File: src/rtl/instr_fetch_unit.sv
// Instruction fetch unit: owns the PC, issues one outstanding word request at a time,
// and presents fetched instructions to decode with redirect, kill and misalignment handling.
module instr_fetch_unit #(
    parameter logic [31:0] RESET_PC = 32'h0000_0000
) (
    input  logic        clk_in,
    input  logic        rst_n_in,
    input  logic [31:0] iaddr_in,
    input  logic        branch_taken_in,
    input  logic        stall_in,
    output logic        imem_req_out,
    output logic [31:0] imem_addr_out,
    input  logic        imem_valid_in,
    input  logic [31:0] imem_rdata_in,
    output logic [31:0] instr_out,
    output logic [31:0] pc_out,
    output logic        instr_valid_out,
    output logic        misaligned_out
);

    localparam int unsigned XLEN = 32;
    localparam logic [XLEN-1:0] NOP_INSTR = 32'h0000_0013;

    localparam logic [1:0] IDLE = 2'd0;
    localparam logic [1:0] REQ  = 2'd1;
    localparam logic [1:0] OUT  = 2'd2;
    localparam logic [1:0] ERR  = 2'd3;

    logic [1:0]      state_q, state_d;
    logic [XLEN-1:0] fetch_pc_q, fetch_pc_d;
    logic [XLEN-1:0] redir_pc_q, redir_pc_d;
    logic            kill_q, kill_d;
    logic            req_d;
    logic [XLEN-1:0] addr_d;
    logic [XLEN-1:0] instr_d;
    logic [XLEN-1:0] pc_d;
    logic            valid_d;
    logic            misaligned_d;
    logic            bad_target_c;

    assign bad_target_c = branch_taken_in && (iaddr_in[1:0] != 2'b00);

    // Next-state and next-output logic; every output is registered from these values.
    always_comb begin
        state_d      = state_q;
        fetch_pc_d   = fetch_pc_q;
        redir_pc_d   = redir_pc_q;
        kill_d       = kill_q;
        instr_d      = instr_out;
        pc_d         = pc_out;
        valid_d      = instr_valid_out;
        misaligned_d = misaligned_out;

        if (bad_target_c && (state_q != ERR)) begin
            state_d      = ERR;
            valid_d      = 1'b0;
            misaligned_d = 1'b1;
            kill_d       = 1'b0;
        end else begin
            case (state_q)
                IDLE: state_d = REQ;
                REQ: begin
                    if (imem_valid_in) begin
                        if (kill_q || branch_taken_in) begin
                            // Stale or overtaken response: drop it and re-request at the target.
                            fetch_pc_d = branch_taken_in ? iaddr_in : redir_pc_q;
                            kill_d     = 1'b0;
                        end else begin
                            instr_d    = imem_rdata_in;
                            pc_d       = fetch_pc_q;
                            valid_d    = 1'b1;
                            fetch_pc_d = fetch_pc_q + XLEN'(4);
                            state_d    = OUT;
                        end
                    end else if (branch_taken_in) begin
                        kill_d     = 1'b1;
                        redir_pc_d = iaddr_in;
                    end
                end
                OUT: begin
                    if (branch_taken_in) begin
                        valid_d    = 1'b0;
                        fetch_pc_d = iaddr_in;
                        state_d    = REQ;
                    end else if (!stall_in) begin
                        valid_d = 1'b0;
                        state_d = REQ;
                    end
                end
                default: state_d = state_q;
            endcase
        end

        req_d  = (state_d == REQ);
        addr_d = fetch_pc_d;
    end

    // State and output registers.
    always_ff @(posedge clk_in or negedge rst_n_in) begin
        if (!rst_n_in) begin
            state_q         <= IDLE;
            fetch_pc_q      <= RESET_PC;
            redir_pc_q      <= RESET_PC;
            kill_q          <= 1'b0;
            imem_req_out    <= 1'b0;
            imem_addr_out   <= RESET_PC;
            instr_out       <= NOP_INSTR;
            pc_out          <= RESET_PC;
            instr_valid_out <= 1'b0;
            misaligned_out  <= 1'b0;
        end else begin
            state_q         <= state_d;
            fetch_pc_q      <= fetch_pc_d;
            redir_pc_q      <= redir_pc_d;
            kill_q          <= kill_d;
            imem_req_out    <= req_d;
            imem_addr_out   <= addr_d;
            instr_out       <= instr_d;
            pc_out          <= pc_d;
            instr_valid_out <= valid_d;
            misaligned_out  <= misaligned_d;
        end
    end

endmodule

File: config.mk
export PLATFORM = sky130hd
export DESIGN_NAME = instr_fetch_unit
export DESIGN_NICKNAME = d
export VERILOG_FILES = /design/src/rtl/instr_fetch_unit.sv
export SDC_FILE = /design/constraint.sdc
export NUM_CORES = 1
export LEC_CHECK = 0
export CORE_ASPECT_RATIO = 0.9
export CORE_MARGIN = 4
export CORE_UTILIZATION = 53
export CTS_CLUSTER_DIAMETER = 50
export CTS_CLUSTER_SIZE = 40
export DETAILED_ROUTE_END_ITERATION = 8
export HOLD_SLACK_MARGIN = 0.15
export PLACE_DENSITY_LB_ADDON = 0.05
export SLEW_MARGIN = 20
export SYNTH_ARGS = -nofsm -noshare
export SYNTH_HDL_FRONTEND = slang
export SYNTH_SLANG_ARGS = --single-unit
File: constraint.sdc
create_clock -name clk_in -period 4.1 [get_ports clk_in]
set_clock_uncertainty 0.05 [all_clocks]
set_input_delay 0.615 -clock clk_in [delete_from_list [all_inputs] [get_ports clk_in]]
set_output_delay 0.615 -clock clk_in [all_outputs]
set_load 0.01 [all_outputs]
After elaboration in Yosys (flattened, before gate mapping)
Index checks and enable logic that the tools add are counted.
{"block": "word_totals", "ff_bits": 134}
{"block": "classes", "n_addsub": 1, "n_eq_ne": 10, "muxes": 22, "n_bitwise": 3, "n_reduce_logical": 14}
{"op": "two-way mux 32 bit", "count": 4}
{"op": "one-hot mux 32 bit (2 select lines)", "count": 1}
{"op": "adder 32 x 3 -> 32 bit (second input constant)", "count": 1}
{"op": "AND reduction 4 bit", "count": 3}
{"op": "two-way mux 1 bit", "count": 10}
{"op": "two-way mux 2 bit", "count": 5}
{"op": "inequality test 2 bit (second input constant)", "count": 3}
{"op": "inequality test 3 bit (second input constant)", "count": 2}
{"op": "one-hot mux 2 bit (3 select lines)", "count": 1}
{"op": "AND reduction 3 bit", "count": 2}
{"op": "nonzero test 2 bit", "count": 3}
{"op": "nonzero test 3 bit", "count": 2}
{"op": "== test 2 x 1 -> 1 bit (second input constant)", "count": 2}
{"op": "inequality test 4 bit (second input constant)", "count": 1}
{"op": "inequality test 3 x 1 -> 1 bit (second input constant)", "count": 1}
{"op": "inverter 1 bit", "count": 3}
{"op": "== test 2 bit (second input constant)", "count": 1}
{"op": "logical AND 1 bit", "count": 2}
{"op": "zero test 2 bit", "count": 1}
{"op": "one-hot mux 1 bit (2 select lines)", "count": 1}
{"op": "logical OR 1 bit", "count": 1}

Longest topological paths before layout
{"block": "logic_depth", "ltp_word": 6, "ltp_mapped": 8, "mapped_depth_nobuf": 7}

Worst setup path before layout
No wires, ideal clock.
{"block": "synth_timing", "path_type": "input to register", "from": "input branch_taken_in", "to": "register fetch_pc_q[26]", "setup_ns": 0.080, "arrival_time_ns": 2.050, "required_ns": 3.970, "setup_slack_ns": 1.920, "stages": 5, "n_path_buf": 1, "cell_sequence": "buf_2 > or3_1 > or4_4 > o31a_1 > o211ai_2"}
{"block": "synth_between", "elab_chain_cells": 4}
{"element": "start: declaration", "line_no": "9", "source": "input logic branch_taken_in,"}
{"element": "two-way mux 32 bit, or another cell as far along"}
{"element": "two-way mux 32 bit or logical AND 1 bit (tied branches)", "line_no": "64, 54"}
{"element": "two-way mux 32 bit or inverter 1 bit (tied branches)"}
{"element": "one-hot mux 32 bit (2 select lines) or AND reduction 4 bit (tied branches)"}
{"element": "end signal: assignment", "line_no": "113", "source": "fetch_pc_q <= fetch_pc_d;"}
{"element": "end: declaration", "line_no": "30", "source": "logic [XLEN-1:0] fetch_pc_q, fetch_pc_d;"}
Parallel ways exist; a longest one is shown, timed or not. The select of a mux whose other input is x is not followed.
A chain may end at the register's enable or synchronous reset.

Final worst setup path
{"block": "layout_timing", "from": "input branch_taken_in", "to": "register fetch_pc_q[21]"}
Same word-level chain as after synthesis.

==> impl_metrics.yaml <==
layout:
  nNetsFinal: 787
  syn2layout_area_growth_pct: 37.61
  insertedDiodeCount: 0
  drive_gt1_share_pct: 16.53
  fillers: 838
  fin_util_pct: 75.09
flow_run:
  cap_violations: 0
setup_path:
  startpoint_type: "input port"
  worstPathRequired_ns: 4.36
  critical_path_class: "input port to flop"
  r2r_setup_slack_ns: 1.66
  critPathArrivalTime_ns: 3.03
  endpoint_kind: "flop"
  cp_max_fo: 16
placement:
  hpwl_um: 11420
  gp_congestion: 0.8440
  io_buffers: 167
timing:
  post-route-period-util_pct: 67.75
  holdWs_ns: 0.2463
  final.setup.tns_ns: 0
  max_freq_mhz: 360.0
  min_period_ns: 2.778
  slew_headroom_pct: 39.20
  finalHoldViolations: 0
  setup_viol: 0
  worst_pin_slew_ns: 0.9121
  rsz0062_at_grt: "no"
  slew_viol_final: 0
clock_network:
  cts.clk_slew.worst_paths_ns: 0.05
  cts.sinks: 134
  root_buffer: "clkbuf_16"
  insertion_delay_ns: 0.42
  cts_tree: "done"
  cts_htree_levels: 4
  cts_resized: 0
  clockBufferDepth: 2
  cts_hold_buf: 0
  numCtsBuffers: 17
  postCtsSetupRepairBufs: 0
detailed_routing:
  dr.pass1.iters: 5
  ant_nets: 0
  drc: 0
  route.vias.total: 5166
  wl_um: 16730
  vias_per_cell: 5.857
  wl_per_cell_um: 18.96
  drt_iter0_markers: 386
die:
  placementRows: 37
  initial_core_util_pct: 54.57
  design.core.area_mm2: 0.01148
  die-area_mm2: 0.01363
  io_pins: 168
  dieHeight_um: 111.1
  die_x_um: 122.6
grt:
  grt_use_total_pct: 25.52
  grt_pass1_vias: 5305
  overflow: 0
  grt_pass1_wl_um: 27130
  grt_max_degree: 101
  grt_antenna_before_repair: 0
pwr:
  internal_power_w: 0.004504
  p_sw_w: 0.002359
  p_seq_share_pct: 36.6
  power_frac_comb_pct: 41.9
  finalPower_w: 0.006863
  p_per_area_mw_per_mm2: 796.1
  vdd_drop_max_v: 0.0005306
  swShare_pct: 34.37
  clock_power_share_pct: 21.5
  p_leak_nw: 3.564
synthesis:
  yosysTopAreaCell: "dfrtp_1"
  ys.flop_type: "dfrtp_1"
  async_flop_share_pct: 100.0
  synth_top_family_by_area: "multiplexers"
  syn_area_per_cell_um2: 11.27
  netlist.area_leader.share_pct: 52.33
  synthTopCellsByArea: "dfrtp_1 (52%), mux2_2 (12%), mux2_1 (5.4%), a21oi_1 (3.1%), nand2_1 (2.5%)"
  syn_area_mm2: 0.006265
  ys_ff_latch: 134
  synth-edff-count: 0
  yosys_warnings: 0
  syn-num-nets: 630
  syn_inst: 556
  synth_seq_area_share_pct: 53.58
  synth_compound_area_share_pct: 12.62
  ys_types: 56
  muxShareOfSynthArea_pct: 17.58
  synthXorXnorAreaFrac_pct: 0.1398
  synthAdderAreaFrac_pct: 0.9986
  synth-simple-area-share_pct: 11.66
run_status:
  status: "complete, no violations"
hold_path:
  hp-class: "input port to asynchronous set/reset pin"
==> worst paths after layout <==
kind | from | to | cells after the start
max | branch_taken_in | fetch_pc_q[21]$_DFFE_PN0P_ | 7
min | rst_n_in | pc_out[2]$_DFFE_PN0P_ | 1
max reg2reg | state_q[0]$_DFF_PN0_ | fetch_pc_q[21]$_DFFE_PN0P_ | 7
min reg2reg | redir_pc_q[22]$_DFFE_PN0P_ | redir_pc_q[22]$_DFFE_PN0P_ | 1
max in group asynchronous | rst_n_in | instr_out[0]$_DFFE_PN1P_ | 2
min in group clk_in | redir_pc_q[22]$_DFFE_PN0P_ | redir_pc_q[22]$_DFFE_PN0P_ | 1
==> synth_stat cells (3+ instances only) <==
cell type	n
nor4_1	4
nand4_1	3
or3_1	3
o22ai_1	5
a22o_1	5
a41oi_1	3
o21ai_0	29
nand3b_1	4
mux2_1	30
nand2_1	42
dfrtp_1	131
mux2_2	66
nor3_1	8
o2bb2ai_1	3
dfstp_2	3
o21ai_1	10
and3_1	12
nor2_1	22
nor2b_1	5
inv_1	9
clkbuf_1	21
nand3_1	24
and4_1	3
o311ai_0	3
a21oi_1	39
a31oi_1	7
o41ai_1	4
ha_1	5
buf_2	15
==> state kept, by name, indices dropped and copies added, names as in the netlist <==
| register | flops |
|---|---|
| instr_out | 32 |
| pc_out | 32 |
| fetch_pc_q | 32 |
| misaligned_out | 1 |
| state_q | 2 |
| redir_pc_q | 32 |
| instr_valid_out | 1 |
| kill_q | 1 |
| imem_req_out | 1 |
==> final cells by class <==
cell class | instances | area (um2) | area share [%]
Tap cell | 156 | 195.2 | 2.264
Clock buffer | 25 | 515.5 | 5.980
Clock inverter | 7 | 67.56 | 0.7837
Timing Repair Buffer | 177 | 1748 | 20.28
Multi-Input combinational cell | 374 | 2704 | 31.36
Sequential cell | 134 | 3357 | 38.94
Inverter | 9 | 33.78 | 0.3919
==> worst max-delay path: stages <==
cell	delay (ns)
clkdlybuf4s50_1	0.66
o21ai_1	0.16
nor2_1	0.41
or3_1	0.63
buf_4	0.31
a21oi_1	0.06
o22a_1	0.18
==> cell usage in the layout (no fill, tap or decap), types with 7 or more instances in the layout <==
| cell type | Yosys | final |
|---|---|---|
| dfrtp_1 | 131 | 131 |
| o21ai_0 | 29 | 29 |
| nand3_1 | 24 | 24 |
| a21oi_1 | 39 | 39 |
| mux2_1 | 30 | 30 |
| buf_4 | 2 | 10 |
| clkbuf_16 | 0 | 17 |
| inv_1 | 9 | 9 |
| and3_1 | 12 | 12 |
| nand2_1 | 42 | 42 |
| o21ai_1 | 10 | 10 |
| mux2_2 | 66 | 66 |
| clkdlybuf4s50_1 | 0 | 166 |
| a31oi_1 | 7 | 7 |
| nor3_1 | 8 | 7 |
| nor2_1 | 22 | 21 |
==> per-layer routing <==
layer	GRT usage, %	up-vias	routed length [um]
met4	9.179	0	381
met2	41.17	221	8178
met5	0	-	0
met1	32.21	2555	6840
met3	8.112	36	1326
li1	-	2354	-
==> through the flow <==
stage / std cells / setup slack [ns] / cell area, um2
global placement: 850 / 1.106 / 8038
floorplan: 556 / 1.920 / 6265
detailed placement: 850 / 0.9756 / 8038
finish: 882 / 1.322 / 8621
global route: 882 / 1.199 / 8621
CTS: 882 / 1.360 / 8621
==> power by group through the flow <==
stage          sequential [W]  combinational, W  clock, W
2_1_floorplan         0.00261           0.00131         0
3_3_place_gp          0.00247           0.00279         0
3_5_place_dp          0.00252           0.00287         0
4_1_cts               0.00251           0.00290   0.00149
5_1_grt               0.00261           0.00311   0.00156
6_report              0.00251           0.00288   0.00147
==> logic make-up after synthesis <==
family	after synthesis
buf+inv	48
mux	98
flops	134
xor+xnor	1
compound gates	127
fa+ha+maj	5
simple gates	143
No activity file was read; power rests on OpenSTA's default activity.
